$ cat src/rtl/bounce_gen.sv
// ---------------------------------------------------------------------------
// bounce_gen -- contact-bounce emulator
//
// Takes a clean logic level and drives a registered output that behaves like
// a mechanical switch contact. Each accepted edge of the input starts two
// phases:
//   1. BOUNCE: a window of BOUNCE_CYCLES clocks. In each cycle the output
//      toggles whenever the LFSR bit 0 is set.
//   2. SETTLE: SETTLE_CYCLES clocks in which the output is held at the new
//      level.
// A one-cycle done pulse marks the end of each emulated edge. When en_i is
// low the level passes through cleanly, with two clocks of latency from
// in_i to out_o.
//
// The LFSR advances only during BOUNCE cycles. The same stimulus after reset
// therefore always produces the same out_o waveform.
//
// Ports:
//   clk          input   system clock, rising edge
//   rst          input   asynchronous active-high reset
//   in_i         input   clean level to emulate
//   en_i         input   1 = bounce emulation, 0 = clean pass-through
//                        (sampled only while idle)
//   out_o        output  emulated switch output (registered)
//   busy_o       output  high while an edge is being emulated
//   done_o       output  one-cycle pulse when an emulated edge completes
//   bounce_cnt_o output  toggles in the most recent bounce window (sat. 255)
// ---------------------------------------------------------------------------
module bounce_gen #(
  parameter int          BOUNCE_CYCLES = 64,     // 1..256
  parameter int          SETTLE_CYCLES = 300,    // 1..65536
  parameter logic [7:0]  LFSR_SEED     = 8'hA5
) (
  input  logic       clk,
  input  logic       rst,
  input  logic       in_i,
  input  logic       en_i,
  output logic       out_o,
  output logic       busy_o,
  output logic       done_o,
  output logic [7:0] bounce_cnt_o
);

  // An all-zero seed would lock the LFSR, so it is replaced by 8'h01.
  localparam logic [7:0]  SEED_EFF = (LFSR_SEED == 8'h00) ? 8'h01 : LFSR_SEED;
  localparam logic [7:0]  WIN_LOAD = 8'(BOUNCE_CYCLES - 1);
  localparam logic [15:0] SET_LOAD = 16'(SETTLE_CYCLES - 1);

  typedef enum logic [1:0] {
    ST_IDLE   = 2'd0,
    ST_BOUNCE = 2'd1,
    ST_SETTLE = 2'd2
  } state_t;

  // Fibonacci LFSR for x^8+x^6+x^5+x^4+1. It shifts left and feeds back
  // into bit 0.
  function automatic logic [7:0] lfsr_step(input logic [7:0] cur);
    return {cur[6:0], cur[7] ^ cur[5] ^ cur[4] ^ cur[3]};
  endfunction

  // Saturating 8-bit increment for the toggle counter.
  function automatic logic [7:0] sat_inc8(input logic [7:0] cur);
    return (cur == 8'hFF) ? 8'hFF : (cur + 8'h01);
  endfunction

  state_t      state_q;
  logic        in_reg_q;
  logic        level_q;
  logic        target_q;
  logic [7:0]  win_cnt_q;
  logic [15:0] set_cnt_q;
  logic [7:0]  lfsr_q;
  logic        out_q;
  logic        busy_q;
  logic        done_q;
  logic [7:0]  bounce_cnt_q;

  logic [7:0]  lfsr_d;
  logic [7:0]  bounce_cnt_d;
  logic        edge_seen_d;

  // Next-value helpers for the FSM: LFSR step, saturated count, edge detect.
  always_comb begin
    lfsr_d       = lfsr_step(lfsr_q);
    bounce_cnt_d = sat_inc8(bounce_cnt_q);
    edge_seen_d  = (in_reg_q != level_q);
  end

  // Main FSM. All outputs come straight from registers.
  always_ff @(posedge clk or posedge rst) begin
    if (rst) begin
      state_q      <= ST_IDLE;
      in_reg_q     <= 1'b0;
      level_q      <= 1'b0;
      target_q     <= 1'b0;
      win_cnt_q    <= 8'h00;
      set_cnt_q    <= 16'h0000;
      lfsr_q       <= SEED_EFF;
      out_q        <= 1'b0;
      busy_q       <= 1'b0;
      done_q       <= 1'b0;
      bounce_cnt_q <= 8'h00;
    end else begin
      in_reg_q <= in_i;
      done_q   <= 1'b0;
      case (state_q)
        ST_IDLE: begin
          if (edge_seen_d) begin
            if (en_i) begin
              target_q     <= in_reg_q;
              win_cnt_q    <= WIN_LOAD;
              bounce_cnt_q <= 8'h00;
              busy_q       <= 1'b1;
              state_q      <= ST_BOUNCE;
            end else begin
              // Clean pass-through; no done pulse and bounce_cnt is kept.
              level_q <= in_reg_q;
              out_q   <= in_reg_q;
            end
          end else begin
            out_q <= level_q;
          end
        end

        ST_BOUNCE: begin
          lfsr_q <= lfsr_d;
          if (lfsr_q[0]) begin
            bounce_cnt_q <= bounce_cnt_d;
          end else begin
            bounce_cnt_q <= bounce_cnt_q;
          end
          if (win_cnt_q == 8'h00) begin
            // The last window cycle always forces the target level, so the
            // parity of the toggle count never leaves out at the wrong level.
            out_q     <= target_q;
            set_cnt_q <= SET_LOAD;
            state_q   <= ST_SETTLE;
          end else begin
            if (lfsr_q[0]) begin
              out_q <= ~out_q;
            end else begin
              out_q <= out_q;
            end
            win_cnt_q <= win_cnt_q - 8'h01;
          end
        end

        ST_SETTLE: begin
          out_q <= target_q;
          if (set_cnt_q == 16'h0000) begin
            level_q <= target_q;
            done_q  <= 1'b1;
            busy_q  <= 1'b0;
            state_q <= ST_IDLE;
          end else begin
            set_cnt_q <= set_cnt_q - 16'h0001;
          end
        end

        default: begin
          state_q <= ST_IDLE;
          busy_q  <= 1'b0;
          out_q   <= level_q;
        end
      endcase
    end
  end

  assign out_o        = out_q;
  assign busy_o       = busy_q;
  assign done_o       = done_q;
  assign bounce_cnt_o = bounce_cnt_q;

endmodule

$ cat config.mk
export PLATFORM = sky130hd
export DESIGN_NAME = bounce_gen
export DESIGN_NICKNAME = d
export VERILOG_FILES = /design/src/rtl/bounce_gen.sv
export SDC_FILE = /design/constraint.sdc
export NUM_CORES = 1
export LEC_CHECK = 0
export ABC_CLOCK_PERIOD_IN_PS = 2150
export CAP_MARGIN = 10
export CORE_ASPECT_RATIO = 0.8
export CORE_UTILIZATION = 40
export DETAILED_ROUTE_END_ITERATION = 6
export SLEW_MARGIN = 20
export SYNTH_ARGS = -nofsm -noshare
export SYNTH_HDL_FRONTEND = slang
export SYNTH_SLANG_ARGS = --single-unit
$ cat constraint.sdc
create_clock -name clk -period 2.15 [get_ports clk]
set_clock_uncertainty 0.15 [all_clocks]
set_input_delay 0.3225 -clock clk [delete_from_list [all_inputs] [get_ports clk]]
set_output_delay 0.3225 -clock clk [all_outputs]
set_load 0.005 [all_outputs]
### Word-level counts from Yosys, hierarchy flattened

Index checks and enable logic that the tools add are counted.

* register bits: 48
* bits of input ports: 4
* output and inout bits: 11
* word-level logic and storage cells: 78

* $add $sub $neg: 3
* eq/ne operators: 14
* muxes and demuxes: 31
* bitwise gates (word level): 5
* reduce and logical (&&, ||, !) cells: 14

Operators with widths (count)
* $mux W8: 7
* $mux W16: 2
* $pmux W16 S2: 1
* $pmux W8 S2: 2
* $reduce_and A4 Y1: 5
* $logic_not A16 Y1: 1
* $ne A2 B2 Y1 const B: 8
* $sub A16 B1 Y16 const B: 1
* $mux W1: 11
* $add A8 B1 Y8 const B: 1
* $eq A8 B8 Y1 const B: 1
* $logic_not A8 Y1: 1
* $mux W2: 4
* $sub A8 B1 Y8 const B: 1
* $ne A3 B3 Y1 const B: 2
* $pmux W1 S3: 2
* $pmux W2 S3: 1
* $reduce_and A3 Y1: 2
* $reduce_bool A2 Y1: 3
* $xor A1 B1 Y1: 3
* $eq A2 B1 Y1 const B: 1
* $eq A2 B2 Y1 const B: 1
* $logic_not A2 Y1: 1
* $not A1 Y1: 2
* other kinds (3): 3

### Depth between registers and ports, before layout

Gate-level depths: netlist of the first run.

* word-level depth: 4
* mapped depth: 8
* gate-level depth less buffers: 6

### Worst setup path after synthesis of the first run

Ideal clock, no wire load.

* path type: flip-flop to flip-flop
* start point: register set_cnt_q[0]
* end point: register set_cnt_q[13]
* library setup time: 0.077 ns
* data arrival time: 1.740 ns
* data required time: 1.923 ns
* path slack: 0.182 ns
* stages on the path, launching flop included: 5
* path buffers: 0
* clock period less this slack: 1.968 ns
* cell sequence: dfrtp_1 -> or4_4 -> or3_1 -> or4_1 -> a21oi_1

* word-level cells in the longest chain between the ends: 3
* elaborated cells between the ends (all ways): 6
* classes of those cells: add/sub (1); eq/ne (1); mux (2); reduce/logical (2)

Ends and longest elaborated chain
* from (decl): line 71 `logic [15:0] set_cnt_q;`
* from (signal assigned): line 156 `set_cnt_q <= set_cnt_q - 16'h0001;`
* $sub A16 B1 Y16 / $logic_not A16 Y1 (equally long branches): line 156, 150
* $mux W16 / $ne A2 B2 Y1 (equally long branches)
* $pmux W16 S2 / $reduce_and A3 Y1 (equally long branches)

Several ways; a longest one is shown, not always the timed one. The select of a mux whose other input is x is not followed.
A chain may end at the register's enable or synchronous reset.

### Worst setup path in the final report of the first run

Same ends and word-level chain as after synthesis.

==> results of run 1 <==
[cell usage after synthesis, drive strengths merged (2+ instances only)]
cell type and n:
nand4 2, buf 3, nor4 4, a311oi 5, o21ai 11, dfstp 4
o211ai 2, a31oi 8, nor3 11, nand3 5, nand2b 6, and4 4
nand2 37, nor3b 3, nor2 13, mux2i 4, clkbuf 5, or4 8
nor4b 3, xnor2 4, nor2b 3, or3 10, and3 4, a21oi 14
o31ai 8, inv 9, ha 6, a211oi 6, dfrtp 44
[final cells by class]
type	count	area, µm²	area share, %
multi-input combinational	194	1250	41.8
sequential	48	1210	40.2
timing repair buffer	35	310	10.3
tap	81	101	3.38
clock buffer	7	86.3	2.88
inverter	9	33.8	1.13
clock inverter	1	7.51	0.250
[how the worst min path moves through the flow]
stage | from | depth (start not counted) | slack, ns | end
final | rst | 3 | 0.23 | set_cnt_q[9]
after global routing | rst | 3 | 0.25 | lfsr_q[6]
after CTS | rst | 3 | 0.23 | lfsr_q[4]
after detailed placement | lfsr_q[7] | 2 | 0.31 | lfsr_q[7]
after global placement | lfsr_q[6] | 2 | 0.30 | lfsr_q[7]
after floorplan | in_i | 0 | 0.20 | in_reg_q
[cells by family after synthesis]
kind of cell | after synthesis
AND/OR/NAND/NOR | 116
adder cells (fa/ha/maj) | 6
flip-flops | 48
AO/OA/AOI/OAI | 63
multiplexers | 5
buffers and inverters | 17
XOR/XNOR | 4
[routing by layer]
metal	up-vias	track usage, %	share of wire (%)
met3	5	3.25	3.2
met1	1013	27.5	53
met5	-	0	0
met2	37	26.2	43
li1	1042	-	-
met4	0	4.30	0.69
[power by group through the flow]
stage,registers [mW],logic (mW),clock network [mW]
final,1.35,1.35,0.561
after global routing,1.38,1.50,0.615
after CTS,1.34,1.27,0.580
after detailed placement,1.35,1.26,0
after global placement,1.35,1.24,0
after floorplan,1.29,0.807,0
[metrics by stage]
step	total power, mW	worst slack [ns]	hold slack, ns	setup TNS, ns
after floorplan	2.10	0.182	0.204	0
after CTS	3.19	0.0189	0.235	0
after global placement	2.59	0.0498	0.301	0
final	3.26	0.0667	0.226	0
after global routing	3.50	0.00365	0.248	0
after detailed placement	2.61	-0.00177	0.314	-0.00177
[repair_timing]
action / in CTS / in global routing
endpoints found under the setup margin: 2 / 6
resized for setup: 1 / 12
pin swaps: 0 / 2
[flip-flops by register name (all words and copies together), names as in the netlist, 2 cells and up]
register      flops
set_cnt_q        16
state_q           2
bounce_cnt_o      8
lfsr_q            8
win_cnt_q         8
[tightest hold or removal path: stages]
cell and delay (ns):
clkdlybuf4s50_1 0.41, inv_2 0.07, buf_12 0.25
==> impl_metrics.csv, run 1 <==
group,metric,value,unit
synth,synthesis.instances,259,
worst_setup_path,critPathCapture,"set_cnt_q[13]",
routing,wire_per_inst,14.3,µm
routing,drc,0,
grt,grt_pass1_vias,1958,
worst_setup_path,cp-start-kind,"flip-flop",
worst_setup_path,crit_start,"set_cnt_q[0]",
routing,ant_nets,0,
place,place_area,2870,µm²
routing,via_per_inst,5.59,
finish,final_cell_mix,"dfrtp_1 (43), nand2_1 (37), buf_4 (20)",
floorplanning,die_h,72.6,µm
routing,first_iter_violations,87,
worst_setup_path,crit_path_cell_trace,"or4_4, or3_4, or4_4, a21oi_2",
worst_setup_path,cp_max_fo,4,
finish,layout_commonest_cell,"dfrtp_1",
synth,synth_ff_type,"dfrtp_1",
sta,hold_viol,0,
grt,gr-total-overflow,0,
synth,synth_xor_area_share,1.41,%
synth,synth_top_cell_area_share,44.2,%
floorplanning,fp.dieW,90.2,µm
min_path,hold_class,"in -> async",
synth,syn_area,2490,µm²
clock_tree,clock_path_buffers,2,
worst_setup_path,crit_type,"reg -> reg",
finish,drive_gt1_share,17.0,%
worst_setup_path,cp.arrival,2.17,ns
synth,synth_cell_types,47,
worst_setup_path,r2r-end,"set_cnt_q[13]",
finish,antenna_cells,0,
worst_setup_path,crit_required,2.23,ns
status,status,"completed",
synth,synth_nets,269,
power_and_ir_drop,p_int,2.04,mW
place,dp_hpwl,3800,µm
synth,synth_seq_cells,48,
finish,instances_no_fill,375,
clock_tree,hold_buffers,0,
worst_setup_path,max_stage_delay,0.57,ns
sta,rsz0062_at_grt,"true",
synth,muxShareOfSynthArea,2.06,%
worst_setup_path,r2r-start,"set_cnt_q[0]",
job,drv_cap,0,
routing,drt-pass1-iter-count,4,
sta,max_freq,0.480,GHz
grt,grt_pass1_wl,9470,µm
synth,yosys.area_share.simple,25.6,%
synth,synth.area.top_cells,"dfrtp_1 (44%), nand2_1 (5.6%), dfstp_2 (4.2%), ha_1 (3.0%), a21oi_1 (2.8%)",
sta,min_period_over_period,96.9,%
sta,setup_viol,0,
power_and_ir_drop,p_leak,1.29,nW
clock_tree,root_buffer,"clkbuf_8",
grt,track_usage,18.0,%
finish,final_util,50.5,%
finish,design_area,3000,µm²
synth,synth_top_family_by_area,"simple AND/OR/NAND/NOR gates",
power_and_ir_drop,p_clk_share,17.2,%
worst_setup_path,path_delay_family,"simple AND/OR/NAND/NOR gates",
clock_tree,clkLatencyLatePin,0.30,ns
synth,synthAdderAreaFrac,3.02,%
floorplanning,row_count,25,
synth,yosys.area.top_type,"dfrtp_1",
worst_setup_path,cpMaxStageDelayCell,"or4_4",
synth,synth_compound_area_share,16.7,%
place,gp_congestion,0.821,
sta,relSlewSlack,69.7,%
power_and_ir_drop,pwr-share-seq,41.3,%
worst_setup_path,ff2ff_path_depth,4,
floorplanning,core-area,5940,µm²
clock_tree,post-cts-setup-buffers,0,
worst_setup_path,r2r_setup_slack,0.07,ns
clock_tree,cts_tree,"built",
routing,wl,5380,µm
synth,synth_edf_count,0,
finish,finalNetCount,303,
worst_setup_path,crit_cells,4,
clock_tree,clk_pin_slew_worst_paths,0.09,ns
floorplanning,dieArea,6540,µm²
finish,fillers,561,
worst_setup_path,cpMostUsedCell,"or4_4",
sta,max_slew.worst_pin.slew,0.450,ns
power_and_ir_drop,switching_share,37.4,%
power_and_ir_drop,p_comb_share,41.5,%
clock_tree,cts.sinks,48,
worst_setup_path,cp-end-kind,"flip-flop",
power_and_ir_drop,vdd_drop_max,0.342,mV
power_and_ir_drop,power_switching,1.22,mW
worst_setup_path,cp_num_buf_inv,0,
synth,syn_area_per_cell,9.61,µm²
routing,vias,2097,
floorplanning,io-pin-count,15,
synth,yosysWarnings,0,
place,port_buffers,14,
floorplanning,start_util,41.9,%
synth,synth-seq-area-share,48.5,%
finish,area_growth,20.6,%
power_and_ir_drop,power.density,1090,nW/µm²
sta,slew_viol_final,0,
clock_tree,htreeDepth,2,
synth,synth_async_sr_flop_share,100,%
grt,antenna_found_initial,0,
clock_tree,cts_buffers,5,
place,dp.cells,367,
sta,timing.final.crit_period,2.08,ns
grt,grt_max_degree,49,
No activity file was read; power rests on OpenSTA's default activity.
==> run 2, diff against run 1 <==
--- a/config.mk
+++ b/config.mk
@@ -6,11 +6,11 @@
 export NUM_CORES = 1
 export LEC_CHECK = 0
 export ABC_CLOCK_PERIOD_IN_PS = 2150
-export CAP_MARGIN = 10
+export CAP_MARGIN = 20
 export CORE_ASPECT_RATIO = 0.8
 export CORE_UTILIZATION = 40
 export DETAILED_ROUTE_END_ITERATION = 6
-export SLEW_MARGIN = 20
+export SLEW_MARGIN = 5
 export SYNTH_ARGS = -nofsm -noshare
 export SYNTH_HDL_FRONTEND = slang
 export SYNTH_SLANG_ARGS = --single-unit
==> results of run 2 <==
Same layout as run 1: the final DEF is identical, and so are final timing and power.
==> run 3, diff against run 2 <==
--- a/config.mk
+++ b/config.mk
@@ -9,6 +9,7 @@
 export CAP_MARGIN = 20
 export CORE_ASPECT_RATIO = 0.8
 export CORE_UTILIZATION = 40
+export CTS_CLUSTER_SIZE = 24
 export DETAILED_ROUTE_END_ITERATION = 6
 export SLEW_MARGIN = 5
 export SYNTH_ARGS = -nofsm -noshare
==> results of run 3 <==
Same layout as run 1: the final DEF is identical, and so are final timing and power.
